$ cat config.mk
export PLATFORM = sky130hd
export DESIGN_NAME = mul_div_unit
export DESIGN_NICKNAME = d
export VERILOG_FILES = /design/src/rtl/mul_div_pkg.sv /design/src/rtl/restoring_divider.sv /design/src/rtl/mul_div_unit.sv
export SDC_FILE = /design/constraint.sdc
export NUM_CORES = 2
export LEC_CHECK = 0
export BUFFER_PORTS_ARGS = -buffer_cell sky130_fd_sc_hd__buf_2
export CORE_ASPECT_RATIO = 0.5
export CORE_MARGIN = 5
export CORE_UTILIZATION = 40
export DETAILED_ROUTE_END_ITERATION = 10
export GPL_TIMING_DRIVEN = 0
export PLACE_DENSITY = 0.54
export SLEW_MARGIN = 5
export SYNTH_ARGS = -nofsm -noshare
export SYNTH_HDL_FRONTEND = slang
export SYNTH_SLANG_ARGS = --single-unit
$ cat constraint.sdc
create_clock -name Clock -period 22.6 [get_ports Clock]
set_input_delay 6.78 -clock Clock [delete_from_list [all_inputs] [get_ports Clock]]
set_output_delay 6.78 -clock Clock [all_outputs]
set_load 0.005 [all_outputs]
$ cat src/rtl/mul_div_pkg.sv
// Shared types and op-class helpers for the multi-cycle multiply/divide unit.
package mul_div_pkg;

  typedef enum logic [2:0] {
    MUL    = 3'd0,
    MULH   = 3'd1,
    MULHSU = 3'd2,
    MULHU  = 3'd3,
    DIV    = 3'd4,
    DIVU   = 3'd5,
    REM    = 3'd6,
    REMU   = 3'd7
  } MulDivOp_e;

  typedef enum logic [1:0] {
    IDLE     = 2'd0,
    MUL_CALC = 2'd1,
    DIV_CALC = 2'd2,
    DIV_FIX  = 2'd3
  } MulDivState_e;

  function automatic logic is_div(input MulDivOp_e op);
    return op[2];
  endfunction

  function automatic logic is_signed_a(input MulDivOp_e op);
    return (op == MULH) || (op == MULHSU) || (op == DIV) || (op == REM);
  endfunction

  function automatic logic is_signed_b(input MulDivOp_e op);
    return (op == MULH) || (op == DIV) || (op == REM);
  endfunction

endpackage

$ cat src/rtl/restoring_divider.sv
// Unsigned restoring divider: one quotient bit per step, MSB first.
module restoring_divider #(
  parameter int W = 32
) (
  input  logic         clk,
  input  logic         rst,
  input  logic         load,
  input  logic         step,
  input  logic [W-1:0] dividend,
  input  logic [W-1:0] divisor,
  output logic [W-1:0] quotient,
  output logic [W-1:0] remainder
);

  logic [W-1:0] dvs_q;
  logic [W:0]   shifted, diff;
  logic         ge;

  // Partial remainder stays below the divisor, so a successful subtract fits in W bits.
  assign shifted = {remainder, quotient[W-1]};
  assign diff    = shifted - {1'b0, dvs_q};
  assign ge      = ~diff[W];

  always_ff @(posedge clk) begin
    if (rst) begin
      quotient  <= '0;
      remainder <= '0;
      dvs_q     <= '0;
    end else if (load) begin
      quotient  <= dividend;
      remainder <= '0;
      dvs_q     <= divisor;
    end else if (step) begin
      quotient  <= {quotient[W-2:0], ge};
      remainder <= ge ? diff[W-1:0] : shifted[W-1:0];
    end
  end

endmodule

$ cat src/rtl/mul_div_unit.sv
// Multi-cycle RISC-V M-extension unit: registered multiply, iterative restoring divide,
// Start/Busy/Done handshake with Flush abort.
module mul_div_unit
  import mul_div_pkg::*;
#(
  parameter int DATA_LENGTH = 32,
  parameter int EARLY_OUT   = 1
) (
  input  logic                   Clock,
  input  logic                   Reset,
  input  logic                   Start,
  input  logic [2:0]             Op,
  input  logic [DATA_LENGTH-1:0] InputA,
  input  logic [DATA_LENGTH-1:0] InputB,
  input  logic                   Flush,
  output logic                   Busy,
  output logic                   Done,
  output logic [DATA_LENGTH-1:0] Result
);

  localparam int W  = DATA_LENGTH;
  localparam int CW = $clog2(W + 1);

  MulDivState_e state_q, state_n;
  MulDivOp_e    op_in, op_q;
  logic [W-1:0]  a_q, b_q, special_res_q, special_res_in;
  logic [CW-1:0] cnt_q;
  logic          qneg_q, rneg_q, special_q;
  logic          accept, sa, sb, div0, ovf, special_in, done_n;
  logic [W-1:0]  mag_a, mag_b, quo, rem, div_res, mul_res, res_n;
  logic [2*W-1:0] ea, eb, prod;

  assign op_in  = MulDivOp_e'(Op);
  assign accept = (state_q == IDLE) && Start && !Flush;
  assign Busy   = (state_q != IDLE);

  // Operand conditioning at accept time
  assign sa    = is_signed_a(op_in) && InputA[W-1];
  assign sb    = is_signed_b(op_in) && InputB[W-1];
  assign mag_a = sa ? -InputA : InputA;
  assign mag_b = sb ? -InputB : InputB;
  assign div0  = (InputB == '0);
  assign ovf   = is_signed_b(op_in) && (InputA == {1'b1, {(W-1){1'b0}}}) && (InputB == '1);
  assign special_in = div0 || ovf;
  assign special_res_in = div0 ? (op_in[1] ? InputA : '1)
                               : (op_in[1] ? '0 : InputA);

  // Low 2W bits of the (2W+1)-bit signed product are exact modulo 2^2W.
  assign ea      = {{W{is_signed_a(op_q) & a_q[W-1]}}, a_q};
  assign eb      = {{W{is_signed_b(op_q) & b_q[W-1]}}, b_q};
  assign prod    = ea * eb;
  assign mul_res = (op_q == MUL) ? prod[W-1:0] : prod[2*W-1:W];

  // Special cases are latched so the slow path (EARLY_OUT=0) ends with the same answer.
  assign div_res = special_q ? special_res_q
                 : op_q[1]   ? (rneg_q ? -rem : rem)
                             : (qneg_q ? -quo : quo);

  restoring_divider #(.W(W)) u_div (
    .clk      (Clock),
    .rst      (Reset),
    .load     (accept && is_div(op_in)),
    .step     (state_q == DIV_CALC),
    .dividend (mag_a),
    .divisor  (mag_b),
    .quotient (quo),
    .remainder(rem)
  );

  always_ff @(posedge Clock) begin
    if (Reset) state_q <= IDLE;
    else       state_q <= state_n;
  end

  always_comb begin
    state_n = state_q;
    done_n  = 1'b0;
    res_n   = Result;
    case (state_q)
      IDLE: if (accept) begin
        if (!is_div(op_in)) state_n = MUL_CALC;
        else if (special_in && (EARLY_OUT != 0)) begin
          done_n = 1'b1;
          res_n  = special_res_in;
        end else state_n = DIV_CALC;
      end
      MUL_CALC: begin
        state_n = IDLE;
        done_n  = 1'b1;
        res_n   = mul_res;
      end
      DIV_CALC: if (cnt_q == CW'(1)) state_n = DIV_FIX;
      DIV_FIX: begin
        state_n = IDLE;
        done_n  = 1'b1;
        res_n   = div_res;
      end
      default: state_n = IDLE;
    endcase
    if (Flush) begin
      state_n = IDLE;
      done_n  = 1'b0;
      res_n   = Result;
    end
  end

  always_ff @(posedge Clock) begin
    if (Reset) begin
      Done          <= 1'b0;
      Result        <= '0;
      op_q          <= MUL;
      a_q           <= '0;
      b_q           <= '0;
      qneg_q        <= 1'b0;
      rneg_q        <= 1'b0;
      special_q     <= 1'b0;
      special_res_q <= '0;
      cnt_q         <= '0;
    end else begin
      Done   <= done_n;
      Result <= res_n;
      if (accept) begin
        op_q          <= op_in;
        a_q           <= InputA;
        b_q           <= InputB;
        qneg_q        <= sa ^ sb;
        rneg_q        <= sa;
        special_q     <= special_in;
        special_res_q <= special_res_in;
        cnt_q         <= CW'(W);
      end else if (state_q == DIV_CALC) begin
        cnt_q <= cnt_q - CW'(1);
      end
    end
  end

endmodule

==> metrics.md <==
| Metric | Value |
|---|---|
| Status | `complete, no violations` |
| Die height | `266.2 um` |
| Fin crit period | `11.83 ns` |
| Starting DRC count in detailed routing | `4613` |
| Max-slew violations | `0` |
| Worst r2r dst | `Result[26]` |
| Largest net degree at the start of global routing | `25` |
| Final Cycle Share | `52.36%` |
| Drt first pass iters | `6` |
| Vias | `45230` |
| Leak | `0.02523 uW` |
| Clock root cell | `clkbuf_16` |
| DRT Wirelength | `233900 um` |
| First-pass GRT wire length | `337400 um` |
| Worst clock skew | `0.01532 ns` |
| Count of final hold-check violations | `0` |
| CP bufs+invs | `10` |
| Tot GR Track Use | `33.66%` |
| Synthesized net count | `7630` |
| Worst path slowest cell | `fa_2` |
| Most Frequent Cell on Critical Path | `fa_1` |
| Endpoint, Worst Hold | `u_div.dvs_q[31]` |
| Max Freq | `84.51 MHz` |
| Multi-input logic area | `41590 um2` |
| Register area | `4785 um2` |
| Async S/R FF share, synth | `0%` |
| Initial antenna violation count | `27` |
| HPWL after detailed placement | `196400 um` |
| R2R setup slack | `10.77 ns` |
| Wire per inst | `28.82 um` |
| Avg Cell Area, Syn | `8.493 um2` |
| Die Area | `139000 um2` |
| Worst setup SP type | `flip-flop` |
| Vias in the first global route | `46640` |
| Sink Count | `239` |
| Gr ovfl total | `0` |
| Hold buffer count at CTS | `0` |
| RSZ-0062 raised after global routing | `no` |
| Initial Util | `40.11%` |
| Synthesized area | `52500 um2` |
| Area added between synthesis and finish | `7.006%` |
| Final Setup Violations | `0` |
| Ys Warns | `0` |
| Clk_lat worst skew | `0.56 ns` |
| Final TNS setup | `0 ns` |
| Post-placement cell count | `8058` |
| Total CTS buffers | `27` |
| Peak supply drop | `59.61 uV` |
| Final cell count without fillers | `8117` |
| R2r startpoint | `op_q[1]` |
| Hold wc startpoint | `u_div.dvs_q[31]` |
| Setup bufs post-CTS | `0` |
| Post-CTS sizing | `0` |
| Slew headroom | `3.726%` |
| Flop and latch count out of synthesis | `239` |
| Row count | `94` |
| Crit path max-delay family | `adder cells` |
| CTS tree | `done` |
| Mapped Cells | `6182` |
| Max clock buf depth | `3` |
| Core area | `130900 um2` |
| Share of layout cells above drive strength 1 | `3.050%` |
| Worst-Margin Slew | `1.444 ns` |
| Post-synthesis sequential area ratio | `9.113%` |
| Post-synth EDFFs | `0` |
| Crit path required time | `23.00 ns` |
| Hold Crit Depth | `2` |
| Top_reg_cell synth | `dfxtp_1` |
| Crit-path max FO | `13` |
| Port buffer count | `99` |
| Reg2reg path depth | `31` |
| Drc violations | `0` |
| WHS | `0.4561 ns` |
| Setup CP Type | `flip-flop to flip-flop` |
| Clock transition at path regs | `0.06 ns` |
| Vias/cell | `5.572` |
| Antenna-violating nets left | `0` |
| Filler cell count | `13260` |
| PD cells | `29.75 nW/um2` |
| Worst Path Arrival | `12.24 ns` |
| CP max stage delay | `0.86 ns` |
| Hold Crit Class | `flip-flop to flip-flop` |
| Worst setup EP type | `flip-flop` |
| I/O pin total | `105` |
| Placer Congestion | `1.023` |
| Synth cell types | `79` |
| Die width | `522.4 um` |
| H-tree depth | `1` |
| Tot Pwr | `1671 uW` |
| Fin util | `42.92%` |
| Nets | `7760` |
| Max-Cap Viols | `0` |
==> cells in the mapped netlist (all sizes together), types with 13 or more instances <==
| cell | count | area (um2) |
|---|---|---|
| o22ai | 21 | 131.4 |
| xnor2 | 126 | 1104 |
| nor2 | 250 | 940.9 |
| a31oi | 23 | 143.9 |
| nand2b | 31 | 193.9 |
| nand2 | 1046 | 3926 |
| buf | 19 | 132.6 |
| nor4 | 18 | 133.9 |
| inv | 1225 | 4598 |
| or3 | 31 | 195.2 |
| mux2i | 15 | 150.1 |
| a22oi | 31 | 232.7 |
| a221oi | 13 | 113.9 |
| o31ai | 35 | 262.8 |
| ha | 251 | 3141 |
| nand4 | 22 | 137.6 |
| nor3 | 60 | 300.3 |
| or4 | 23 | 181.4 |
| clkbuf | 359 | 1378 |
| dfxtp | 239 | 4785 |
| xor2 | 87 | 762.0 |
| a311oi | 26 | 227.7 |
| o21a | 14 | 105.1 |
| fa | 1126 | 22540 |
| nor2b | 22 | 137.6 |
| or2 | 19 | 118.9 |
| o21ai | 142 | 714.4 |
| a21o | 37 | 277.8 |
| a211oi | 88 | 660.6 |
| and2 | 314 | 1964 |
| nand3 | 28 | 140.1 |
| o41ai | 13 | 113.9 |
| a21oi | 303 | 1516 |
| and3 | 17 | 106.4 |
==> how the worst max path moves through the flow <==
| stage | startpoint | cells past startpoint | end | slack (ns) |
|---|---|---|---|---|
| 4_1_cts | op_q[1] | 31 | Result[26] | 10.93 |
| 3_5_place_dp | op_q[1] | 31 | Result[26] | 10.97 |
| 6_report | op_q[1] | 31 | Result[26] | 10.77 |
| 2_1_floorplan | InputA[13] | 12 | Result[18] | 12.92 |
| 3_3_place_gp | op_q[1] | 31 | Result[26] | 10.73 |
| 5_1_grt | op_q[1] | 31 | Result[26] | 10.38 |
==> worst register-to-register path: cells and delay by family (launching register included) <==
family | cells | cell delay (ns)
buffers and inverters | 10 | 3.29
AOI/OAI and AO/OA | 6 | 2.00
and+or+nand+nor | 6 | 1.18
DFF | 1 | 0.31
adders and majority gates | 9 | 4.91
==> logic make-up after synthesis <==
logic type	count (synthesis)	share of synthesized area, %
compound gates	831	9.959
xor+xnor	213	3.553
fa+ha+maj	1379	48.95
buf+inv	1605	11.67
flops	239	9.113
mux	16	0.3074
simple gates	1899	16.44
==> power breakdown <==
part	switching, uW	leakage [uW]	internal, uW
Sequential	36.1	0.00195	439
Clock	192	0.000438	274
Combinational	511	0.0228	220
Total	739	0.0252	932
==> area by class of cell <==
type / instances / share of cell area (%)
Clock buffer: 36 / 1.316
Clock inverter: 9 / 0.2717
Inverter: 1225 / 8.185
Sequential cell: 239 / 8.517
Buffer: 380 / 2.724
Tap cell: 1776 / 3.955
Antenna cell: 13 / 0.05791
Multi-Input combinational cell: 4338 / 74.03
Timing Repair Buffer: 101 / 0.9398
==> through the flow <==
step,cell area [um2],setup WS [ns]
6_report,56180,10.77
5_1_grt,56160,10.38
4_1_cts,56120,10.93
3_5_place_dp,55230,10.97
3_3_place_gp,55220,10.73
2_1_floorplan,52500,12.92
==> flip-flops by register name (all words and copies together), names as in the netlist <==
register and cells:
special_q 1, rneg_q 1, special_res_q 32, u_div.remainder 32, b_q 32, u_div.quotient 32, cnt_q 6, u_div.dvs_q 32
Result 32, state_q 2, op_q 3, a_q 32, qneg_q 1, Done 1
==> layer usage <==
| metal | wire length [um] | share of wire [%] | track usage [%] | vias to the layer above |
|---|---|---|---|---|
| met5 | 117 | 0.050 | 0 | - |
| met4 | 7570 | 3.2 | 8.935 | 20 |
| met3 | 29310 | 13 | 11.70 | 325 |
| met2 | 96580 | 41 | 49.12 | 2256 |
| met1 | 100400 | 43 | 47.61 | 23470 |
| li1 | - | - | - | 19160 |
==> layout by cell type (no fill, tap or decap), drive strengths merged, types with 8 or more instances in the layout <==
| cell | count |
|---|---|
| o21bai | 12 |
| a22oi | 31 |
| o211ai | 12 |
| nand4 | 22 |
| o21a | 14 |
| nand2 | 1046 |
| nor3 | 60 |
| ha | 251 |
| nand3 | 28 |
| or3 | 31 |
| mux2i | 15 |
| a221oi | 13 |
| or4 | 23 |
| inv | 1225 |
| o22ai | 21 |
| fa | 1126 |
| clkbuf | 395 |
| a31oi | 23 |
| nor4 | 18 |
| nor2b | 22 |
| buf | 120 |
| a2111oi | 8 |
| a21o | 37 |
| a311oi | 26 |
| and2 | 314 |
| o31ai | 35 |
| diode | 13 |
| dfxtp | 239 |
| o21ai | 142 |
| o41ai | 13 |
| and3 | 17 |
| xor2 | 87 |
| a211oi | 88 |
| xnor2 | 126 |
| or2 | 19 |
| nor2 | 250 |
| o221ai | 11 |
| nand2b | 31 |
| a21oi | 303 |
(Power assumes the default switching activity.)
